===== src/rtl/imem_pkg.sv =====
// Shared definitions for the instruction-memory boot loader.
//   ldr_state_t : loader sequencing states
//   IMEM_DEPTH  : instruction words in the memory
//   IMEM_AW     : word-address width
package imem_pkg;

    typedef enum logic [1:0] {
        IDLE   = 2'd0,
        LOAD   = 2'd1,
        COMMIT = 2'd2,
        RUN    = 2'd3
    } ldr_state_t;

    localparam int IMEM_DEPTH = 64;
    localparam int IMEM_AW    = $clog2(IMEM_DEPTH);

endpackage


===== src/rtl/byte_packer.sv =====
// Packs an 8-bit byte stream into 32-bit little-endian words.
// Ports:
//   clk, reset      : clock, synchronous active-high reset (drops any partial word)
//   in_valid_i      : byte accepted this cycle
//   in_data_i [7:0] : accepted byte
//   bcnt_o [1:0]    : lane the next accepted byte lands in
//   lane3_o         : combinational, the byte accepted now completes a word
//   word_o [31:0]   : last completed word (registered)
//   word_valid_o    : 1-cycle pulse the cycle after a word completes
module byte_packer (
    input  logic        clk,
    input  logic        reset,
    input  logic        in_valid_i,
    input  logic [7:0]  in_data_i,
    output logic [1:0]  bcnt_o,
    output logic        lane3_o,
    output logic [31:0] word_o,
    output logic        word_valid_o
);

    logic [1:0]  bcnt_q;
    logic [23:0] buf_q;
    logic [31:0] word_q;
    logic        word_valid_q;

    assign lane3_o      = in_valid_i && (bcnt_q == 2'd3);
    assign bcnt_o       = bcnt_q;
    assign word_o       = word_q;
    assign word_valid_o = word_valid_q;

    always_ff @(posedge clk) begin
        if (reset) begin
            bcnt_q       <= 2'd0;
            buf_q        <= 24'd0;
            word_q       <= 32'd0;
            word_valid_q <= 1'b0;
        end else begin
            word_valid_q <= lane3_o;
            if (in_valid_i) begin
                bcnt_q <= bcnt_q + 2'd1;
                case (bcnt_q)
                    2'd0: buf_q[7:0]   <= in_data_i;
                    2'd1: buf_q[15:8]  <= in_data_i;
                    2'd2: buf_q[23:16] <= in_data_i;
                    // Lane 3 completes the word straight from the lower lanes
                    // so the write issues exactly one cycle after the byte.
                    default: word_q <= {in_data_i, buf_q};
                endcase
            end
        end
    end

endmodule


===== src/rtl/imem_boot_loader.sv =====
// Boot loader for the 64x32 instruction memory: streams a program in byte by
// byte, holds the CPU in reset while loading and releases it when done.
// Ports:
//   clk, reset         : clock, synchronous active-high reset
//   load_start         : 1-cycle load request (honoured in IDLE/RUN)
//   load_words [AW:0]  : requested word count, clamped to DEPTH
//   s_valid/s_data/s_ready : byte stream; a byte moves when s_valid && s_ready
//   pc [31:0]          : CPU fetch address
//   imem_a [31:0]      : memory address, pc in RUN else write pointer
//   imem_we / imem_wd  : registered memory write strobe and data
//   cpu_reset          : CPU held in reset
//   busy               : loading or committing
//   done               : 1-cycle pulse on entry to RUN after a load
//   words_loaded [AW:0]: words written by the current/last load
//   state_dbg [1:0]    : loader state (ldr_state_t encoding)
//   bcnt_dbg [1:0]     : next byte lane
// Handshake: a byte is transferred on a rising edge where s_valid and s_ready
// are both 1; s_ready does not depend on s_valid.
module imem_boot_loader
    import imem_pkg::*;
#(
    parameter int DEPTH    = IMEM_DEPTH,
    parameter bit AUTO_RUN = 1'b1,
    localparam int AW      = $clog2(DEPTH)
) (
    input  logic          clk,
    input  logic          reset,
    input  logic          load_start,
    input  logic [AW:0]   load_words,
    input  logic          s_valid,
    input  logic [7:0]    s_data,
    output logic          s_ready,
    input  logic [31:0]   pc,
    output logic [31:0]   imem_a,
    output logic          imem_we,
    output logic [31:0]   imem_wd,
    output logic          cpu_reset,
    output logic          busy,
    output logic          done,
    output logic [AW:0]   words_loaded,
    output logic [1:0]    state_dbg,
    output logic [1:0]    bcnt_dbg
);

    localparam logic [AW:0]   DEPTH_W = (AW+1)'(DEPTH);
    localparam logic [AW-1:0] WPTR_MAX = AW'(DEPTH - 1);

    ldr_state_t    state_q;
    logic [AW-1:0] wptr_q;
    logic [AW:0]   len_q;
    logic [AW:0]   words_loaded_q;
    logic          done_q;

    logic          byte_accept;
    logic          lane3;
    logic          word_valid;
    logic [31:0]   word;
    logic [1:0]    bcnt;
    logic [AW:0]   wcount_next;
    logic          last_word;

    assign byte_accept = s_valid && (state_q == LOAD);

    byte_packer u_packer (
        .clk          (clk),
        .reset        (reset),
        .in_valid_i   (byte_accept),
        .in_data_i    (s_data),
        .bcnt_o       (bcnt),
        .lane3_o      (lane3),
        .word_o       (word),
        .word_valid_o (word_valid)
    );

    // While lane 3 of word k is being accepted, the write of word k-1 has
    // already retired, so wptr equals k here.
    assign wcount_next = {1'b0, wptr_q} + (AW+1)'(1);
    assign last_word   = lane3 && (wcount_next == len_q);

    always_ff @(posedge clk) begin
        if (reset) begin
            state_q        <= AUTO_RUN ? RUN : IDLE;
            wptr_q         <= '0;
            len_q          <= '0;
            words_loaded_q <= '0;
            done_q         <= 1'b0;
        end else begin
            done_q <= 1'b0;
            // Pointer advances at the end of the write cycle so imem_a holds
            // the target address while imem_we is high.
            if (word_valid) begin
                words_loaded_q <= words_loaded_q + (AW+1)'(1);
                if (wptr_q != WPTR_MAX) begin
                    wptr_q <= wptr_q + AW'(1);
                end
            end
            case (state_q)
                IDLE, RUN: begin
                    if (load_start) begin
                        words_loaded_q <= '0;
                        if (load_words == '0) begin
                            state_q <= RUN;
                            done_q  <= 1'b1;
                        end else begin
                            state_q <= LOAD;
                            len_q   <= (load_words > DEPTH_W) ? DEPTH_W : load_words;
                            wptr_q  <= '0;
                        end
                    end
                end
                LOAD: begin
                    if (last_word) begin
                        state_q <= COMMIT;
                    end
                end
                COMMIT: begin
                    state_q <= RUN;
                    done_q  <= 1'b1;
                end
                default: state_q <= IDLE;
            endcase
        end
    end

    assign s_ready      = (state_q == LOAD);
    assign busy         = (state_q == LOAD) || (state_q == COMMIT);
    assign cpu_reset    = reset || (state_q != RUN);
    assign imem_a       = (state_q == RUN) ? pc : {{(30-AW){1'b0}}, wptr_q, 2'b00};
    assign imem_we      = word_valid;
    assign imem_wd      = word;
    assign done         = done_q;
    assign words_loaded = words_loaded_q;
    assign state_dbg    = state_q;
    assign bcnt_dbg     = bcnt;

endmodule


===== config.mk =====
export PLATFORM = sky130hd
export DESIGN_NAME = imem_boot_loader
export DESIGN_NICKNAME = d
export VERILOG_FILES = /design/src/rtl/imem_pkg.sv /design/src/rtl/byte_packer.sv /design/src/rtl/imem_boot_loader.sv
export SDC_FILE = /design/constraint.sdc
export NUM_CORES = 1
export LEC_CHECK = 0
export BUFFER_PORTS_ARGS = -buffer_cell sky130_fd_sc_hd__buf_2
export CAP_MARGIN = 10
export CORE_ASPECT_RATIO = 0.7
export CORE_UTILIZATION = 27
export CTS_BUF_LIST = sky130_fd_sc_hd__clkbuf_8
export DETAILED_ROUTE_END_ITERATION = 6
export HOLD_SLACK_MARGIN = 0.1
export MAX_ROUTING_LAYER = met4
export SETUP_SLACK_MARGIN = 0.3
export SYNTH_ARGS = -nofsm -noshare
export SYNTH_HDL_FRONTEND = slang
export SYNTH_HIERARCHICAL = 1
export SYNTH_SLANG_ARGS = --single-unit

===== constraint.sdc =====
create_clock -name clk -period 6.1 [get_ports clk]
set_input_delay 0 -clock clk [delete_from_list [all_inputs] [get_ports clk]]
set_output_delay 0 -clock clk [all_outputs]
set_load 0.03 [all_outputs]

[Yosys cells after proc, flatten, opt, wreduce, memory -nomap -nowiden]
Cells that the tools add are included.
Storage, ports and cells
  bits in registers: 82
  output and inout port bits: 80
  word-level logic and storage cells: 62
  bits of input ports: 51
Operators by class
  add/subtract/negate cells: 4
  reduce and logical (&&, ||, !) cells: 16
  $lt $le $gt $ge: 1
  mux-type cells: 17
  bitwise operators: 2
  eq/ne operators: 11
Operators with widths (number)
  $mux 32: 1
  $mux 6: 5
  $mux 7: 4
  $reduce_and 2->1: 5
  $eq 2x2->1 const B: 4
  $add 6x1->7 const B: 1
  $add 7x1->7 const B: 1
  $eq 7x7->1: 1
  $gt 7x7->1 const B: 1
  $logic_not 7->1: 1
  $add 6x1->6 const B: 1
  $mux 2: 3
  $ne 6x6->1 const B: 1
  $pmux 2 s3: 1
  $eq 2x1->1 const B: 2
  $logic_not 2->1: 2
  $ne 2x2->1 const B: 2
  $logic_and 1x1->1: 3
  $reduce_and 3->1: 1
  $reduce_or 3->1: 1
  $add 2x1->2 const B: 1
  $logic_or 1x1->1: 2
  $mux 1: 2
  $ne 2x1->1 const B: 1
  3 further kinds: 4

[Longest topological paths before layout]
  word-level depth: 6
  depth in mapped cells: 10
  gate-level depth less buffers: 8

[Cells and area by module]
Netlist, hierarchy kept.
Modules (own cells, without submodules)
  byte_packer: times used 1, area each 2411.1 µm², cells each 208, sequential area each 1181.1 µm²
  imem_boot_loader: times used 1, area each 1452.6 µm², cells each 171, sequential area each 460.4 µm²

[Worst setup path before layout]
Ideal clock, no wire load.
  kind: register -> register
  start: register state_q[0], in the netlist state_dbg[0]
  end: register state_q[1], in the netlist state_dbg[1]
  library setup time: 0.120 ns
  arrival time: 2.338 ns
  setup slack: 3.642 ns
  period minus slack after synthesis: 2.458 ns
  data required time: 5.980 ns
  path buffers: 2
  cell stages (with the launch flop): 10
  path through: dfxtp_1 -> ha_1 -> and2_1 -> buf_6 -> nand2_8 -> inv_8 -> buf_12 -> o2111ai_1 -> a2111o_1 -> o31a_1
Between the ends
  cells in the longest elaborated chain, start to end: 6
  elaborated cells on any way between the ends: 12
  classes of those cells: 5 x eq/ne; 1 x mux; 6 x reduce/logical
RTL lines
  start, declared: line imem_boot_loader.sv:48  | ldr_state_t state_q;
  start signal, assigned: line imem_boot_loader.sv:82  | state_q <= AUTO_RUN ? RUN : IDLE;
  $eq 2x1->1
  named net s_ready: line imem_boot_loader.sv:32  | output logic s_ready,
  $logic_and 1x1->1: line imem_boot_loader.sv:62  | assign byte_accept = s_valid && (state_q == LOAD);
  named net byte_accept: line imem_boot_loader.sv:54  | logic byte_accept;
  $logic_and 1x1->1: line byte_packer.sv:26  | assign lane3_o = in_valid_i && (bcnt_q == 2'd3);
  named net lane3: line imem_boot_loader.sv:55  | logic lane3;
  $logic_and 1x1->1: line imem_boot_loader.sv:78  | assign last_word = lane3 && (wcount_next == len_q);
  $ne 2x1->1 (no line)
  $reduce_and 2->1 (no line)
The timed path passes the listed nets, and every way through them passes these cells.
A chain may end at the register's enable or synchronous reset.

[Worst setup path in the final report]
  start: register state_q[0], in the netlist state_dbg[0]
  end: register state_q[1], in the netlist state_dbg[1]
Between the ends
  cells in the longest elaborated chain, start to end: 6
  elaborated cells on any way between the ends: 12
  classes of those cells: 5 x eq/ne; 1 x mux; 6 x reduce/logical
RTL lines (line)
  $eq 2x1->1: imem_boot_loader.sv:62
  $logic_and 1x1->1: imem_boot_loader.sv:62
  named net byte_accept: imem_boot_loader.sv:54
  $logic_and 1x1->1: byte_packer.sv:26
  named net lane3: imem_boot_loader.sv:55
  $logic_and 1x1->1: imem_boot_loader.sv:78
  $ne 2x1->1 (no line)
  $reduce_and 2->1 (no line)
The timed path passes the listed nets, and every way through them passes these cells.

==> flow_metrics.py <==
metrics = {
    "status": {
        "status": "finished clean",
    },
    "power": {
        "total_power_mw": 1.33,
        "leakagePower_nw": 2.32,
        "peakVddDrop_uv": 117,
        "pwr_density_cell_mw_per_mm2": 267,
    },
    "critical_path": {
        "critPathSlowestCell": "and2_1",
        "timing.critical_path.fanout_max": 24,
        "rr_endpoint": "state_dbg[1]$_SDFFE_PP1P_",
        "path_cells": "ha_1, and2_1, nand2_8, inv_8, o2111ai_1, a2111o_1, o31a_1",
        "end_kind": "flip-flop",
        "worstPathArrival_ns": 2.86,
        "reg2reg_depth": 7,
        "cp.required_ns": 6.35,
        "slowest_delay_ns": 0.47,
        "start_kind": "flip-flop",
        "r2r_slack_ns": 3.49,
        "critPathKind": "reg2reg",
        "r2r_start": "state_dbg[0]$_SDFFE_PP1P_",
    },
    "grt": {
        "antenna_found_initial": 0,
        "met3_usage_pct": 5.13,
        "top_usage_layer": "met2",
        "grt_pass1_vias": 3045,
        "use_met1_pct": 16.0,
        "grt_first_pass_wirelength_um": 15300,
        "grt_max_degree": 83,
        "grt_usage_pct": 13.6,
        "grt_overflow": 0,
        "use_met2_pct": 21.6,
    },
    "logic_synthesis": {
        "syn_area_per_cell_um2": 10.2,
        "ys_types": 48,
        "synth.area.top_cells": "dfxtp_1, mux2i_1, nand2b_1, and2_1, ha_1",
        "synth-xor-area-share_pct": 2.95,
        "yosysWarnings": 6,
        "ys_ff_latch": 82,
        "ys_seq_area_share_pct": 42.5,
        "synth_top_area_share_pct": 42.5,
        "synth-compound-area-share_pct": 5.47,
        "synth_adder_area_share_pct": 3.24,
        "synth_cells": 379,
        "yosysTopAreaCell": "dfxtp_1",
        "syn-cell-area_mm2": 0.00386,
        "synth_edf_count": 0,
        "synth_common_cells": "dfxtp_1, nand2b_1, mux2i_1",
        "yosys.area_share.simple_pct": 22.7,
        "synth_flop_cell": "dfxtp_1",
        "synth_top_family_by_area": "simple AND/OR/NAND/NOR gates",
        "async_flop_share_pct": 0,
        "synthMuxAreaShare_pct": 17.3,
        "synth.net_count": 440,
        "yosysMostFrequentCell": "dfxtp_1",
    },
    "routing": {
        "antenna_left": 0,
        "drt_iter0_markers": 194,
        "dr.pass1.iters": 4,
        "avgRoutedWirePerCell_um": 13.4,
        "vias": 3059,
        "drc": 0,
        "routed_wl_um": 9620,
        "via_per_inst": 4.27,
    },
    "timing": {
        "setup_tns_ns": 0,
        "setup_viol": 0,
        "hold_viol_final": 0,
        "maxSlewViolCount": 0,
        "tightest_slew_ns": 0.843,
        "layout_setup_ws_ns": 3.49,
        "min_period_ns": 2.61,
        "finClkSkew_ns": 0.00848,
        "grt_setup_unrepaired": "no",
        "max-slew-margin-rel_pct": 43.8,
        "fin_crit_sh_pct": 42.8,
        "fmax_mhz": 383,
    },
    "worst_hold_path": {
        "hold_path.startpoint": "load_words[6]",
        "whs_endpoint": "len_q[2]$_SDFFE_PP0P_",
        "hold_depth": 4,
        "hp-class": "in2reg",
    },
    "placement": {
        "gp_congestion": 0.804,
        "dpl.hpwl_um": 6920,
        "io_buffer_count": 130,
        "dp.cells": 678,
        "place_ws_ns": 3.52,
    },
    "clock_network": {
        "clkLatencyLatePin_ns": 0.36,
        "cts-root-buf": "clkbuf_8",
        "worst_setup_hold_path_clk_slew_ns": 0.08,
        "cts_made_buffers": 9,
        "clockBufferDepth": 2,
        "post_cts_resized": 0,
        "cts.htree.levels": 3,
        "cts_tree": "done",
        "cts_sinks": 82,
    },
    "die": {
        "die_x_um": 145,
        "core_area_mm2": 0.0140,
        "initial_core_util_pct": 27.7,
        "die-height_um": 102,
        "ios": 131,
        "die_area_mm2": 0.0148,
        "row_count": 36,
    },
    "finish": {
        "nets": 582,
        "drive_gt1_share_pct": 30.4,
        "n_antenna_cell": 0,
        "fin_cells": 716,
        "syn_to_final_growth_pct": 28.7,
    },
    "job": {
        "cap_violations": 0,
    },
}
==> state kept, by name (all words and copies together) (netlist names) <==
register and cells:
u_packer/word_o 32, u_packer/buf_q 24, len_q 7, words_loaded 7, wptr_q 6, state_dbg 2
u_packer/bcnt_o 2, done 1, u_packer/word_valid_o 1
==> report_power, final <==
part           switching [mW]  internal, mW  total, mW  leakage (nW)
clock network           0.203         0.148      0.351        0.0926
registers              0.0134         0.550      0.564         0.662
logic                   0.263         0.150      0.412          1.56
total                   0.479         0.848       1.33          2.32
==> worst max-delay path: cells and delay by family, from the launching register on <==
kind | cells | cell delay (ns)
compound gates | 3 | 0.78
fa+ha+maj | 1 | 0.38
buf+inv | 1 | 0.24
simple gates | 2 | 0.66
flops | 1 | 0.44
==> layout make-up <==
cell class	instances	area [um2]
clock buffers	9	124
clock inverters	7	46.3
fillers	1461	8990
inverters	11	48.8
multi-input cells	264	2000
flip-flops and latches	82	1640
well taps	190	238
repair buffers	153	878
==> how the worst max path moves through the flow <==
stage	startpoint	endpoint	slack [ns]	depth (start not counted)
2_1_floorplan	state_dbg[0]$_SDFFE_PP1P_	state_dbg[1]$_SDFFE_PP1P_	3.64	9
3_5_place_dp	state_dbg[0]$_SDFFE_PP1P_	state_dbg[1]$_SDFFE_PP1P_	3.52	7
3_3_place_gp	state_dbg[0]$_SDFFE_PP1P_	state_dbg[1]$_SDFFE_PP1P_	3.70	7
6_report	state_dbg[0]$_SDFFE_PP1P_	state_dbg[1]$_SDFFE_PP1P_	3.49	7
5_1_grt	state_dbg[0]$_SDFFE_PP1P_	state_dbg[1]$_SDFFE_PP1P_	3.35	7
4_1_cts	state_dbg[0]$_SDFFE_PP1P_	state_dbg[1]$_SDFFE_PP1P_	3.51	7
==> cell usage in the layout, fill, tap and decap left out, types with 2 or more instances in the layout <==
cell | synthesis | layout
inv_6 | 0 | 2
dfxtp_1 | 82 | 82
mux2_2 | 6 | 6
nand2_1 | 6 | 6
nor2_1 | 19 | 19
nor3_1 | 4 | 4
and3_1 | 3 | 3
ha_1 | 10 | 10
nand3_1 | 2 | 2
clkbuf_8 | 0 | 9
nand2b_1 | 66 | 66
inv_1 | 10 | 12
xor2_1 | 8 | 8
a22oi_1 | 6 | 6
nand4_1 | 3 | 3
buf_2 | 1 | 130
a21oi_1 | 9 | 9
and4_1 | 2 | 2
and2_1 | 29 | 29
dlygate4sd3_1 | 0 | 22
nand2_2 | 2 | 2
xnor2_1 | 5 | 5
o21ai_0 | 2 | 2
mux2i_1 | 60 | 60
or3_1 | 2 | 2
==> routing by layer <==
layer	wire, um	part of all wire, %
met5	0	0
met4	157	1.6
met3	493	5.1
met2	4400	46
met1	4570	47
==> cell families (layout without fill, tap and decap cells) <==
kind of cell	after synthesis	after routing
compound gates	29	29
xor+xnor	13	13
fa+ha+maj	10	10
buf+inv	33	180
flops	82	82
mux	66	66
simple gates	146	146
==> what timing repair did <==
item | in CTS | in global routing
hold buffers | 22 | 0
setup buffers | 0 | 0
endpoints found under the hold margin | 39 | 0
==> per-stage QoR <==
step                      utilization, %  hold slack (ns)  instance area, um2
final                               35.6            0.129                4970
after global routing                35.6            0.175                4970
after CTS                           35.6            0.106                4970
after detailed placement            32.8            0.272                4580
after global placement              32.8            0.252                4580
after floorplan                        -            0.133                3860
(Power assumes the default switching activity.)
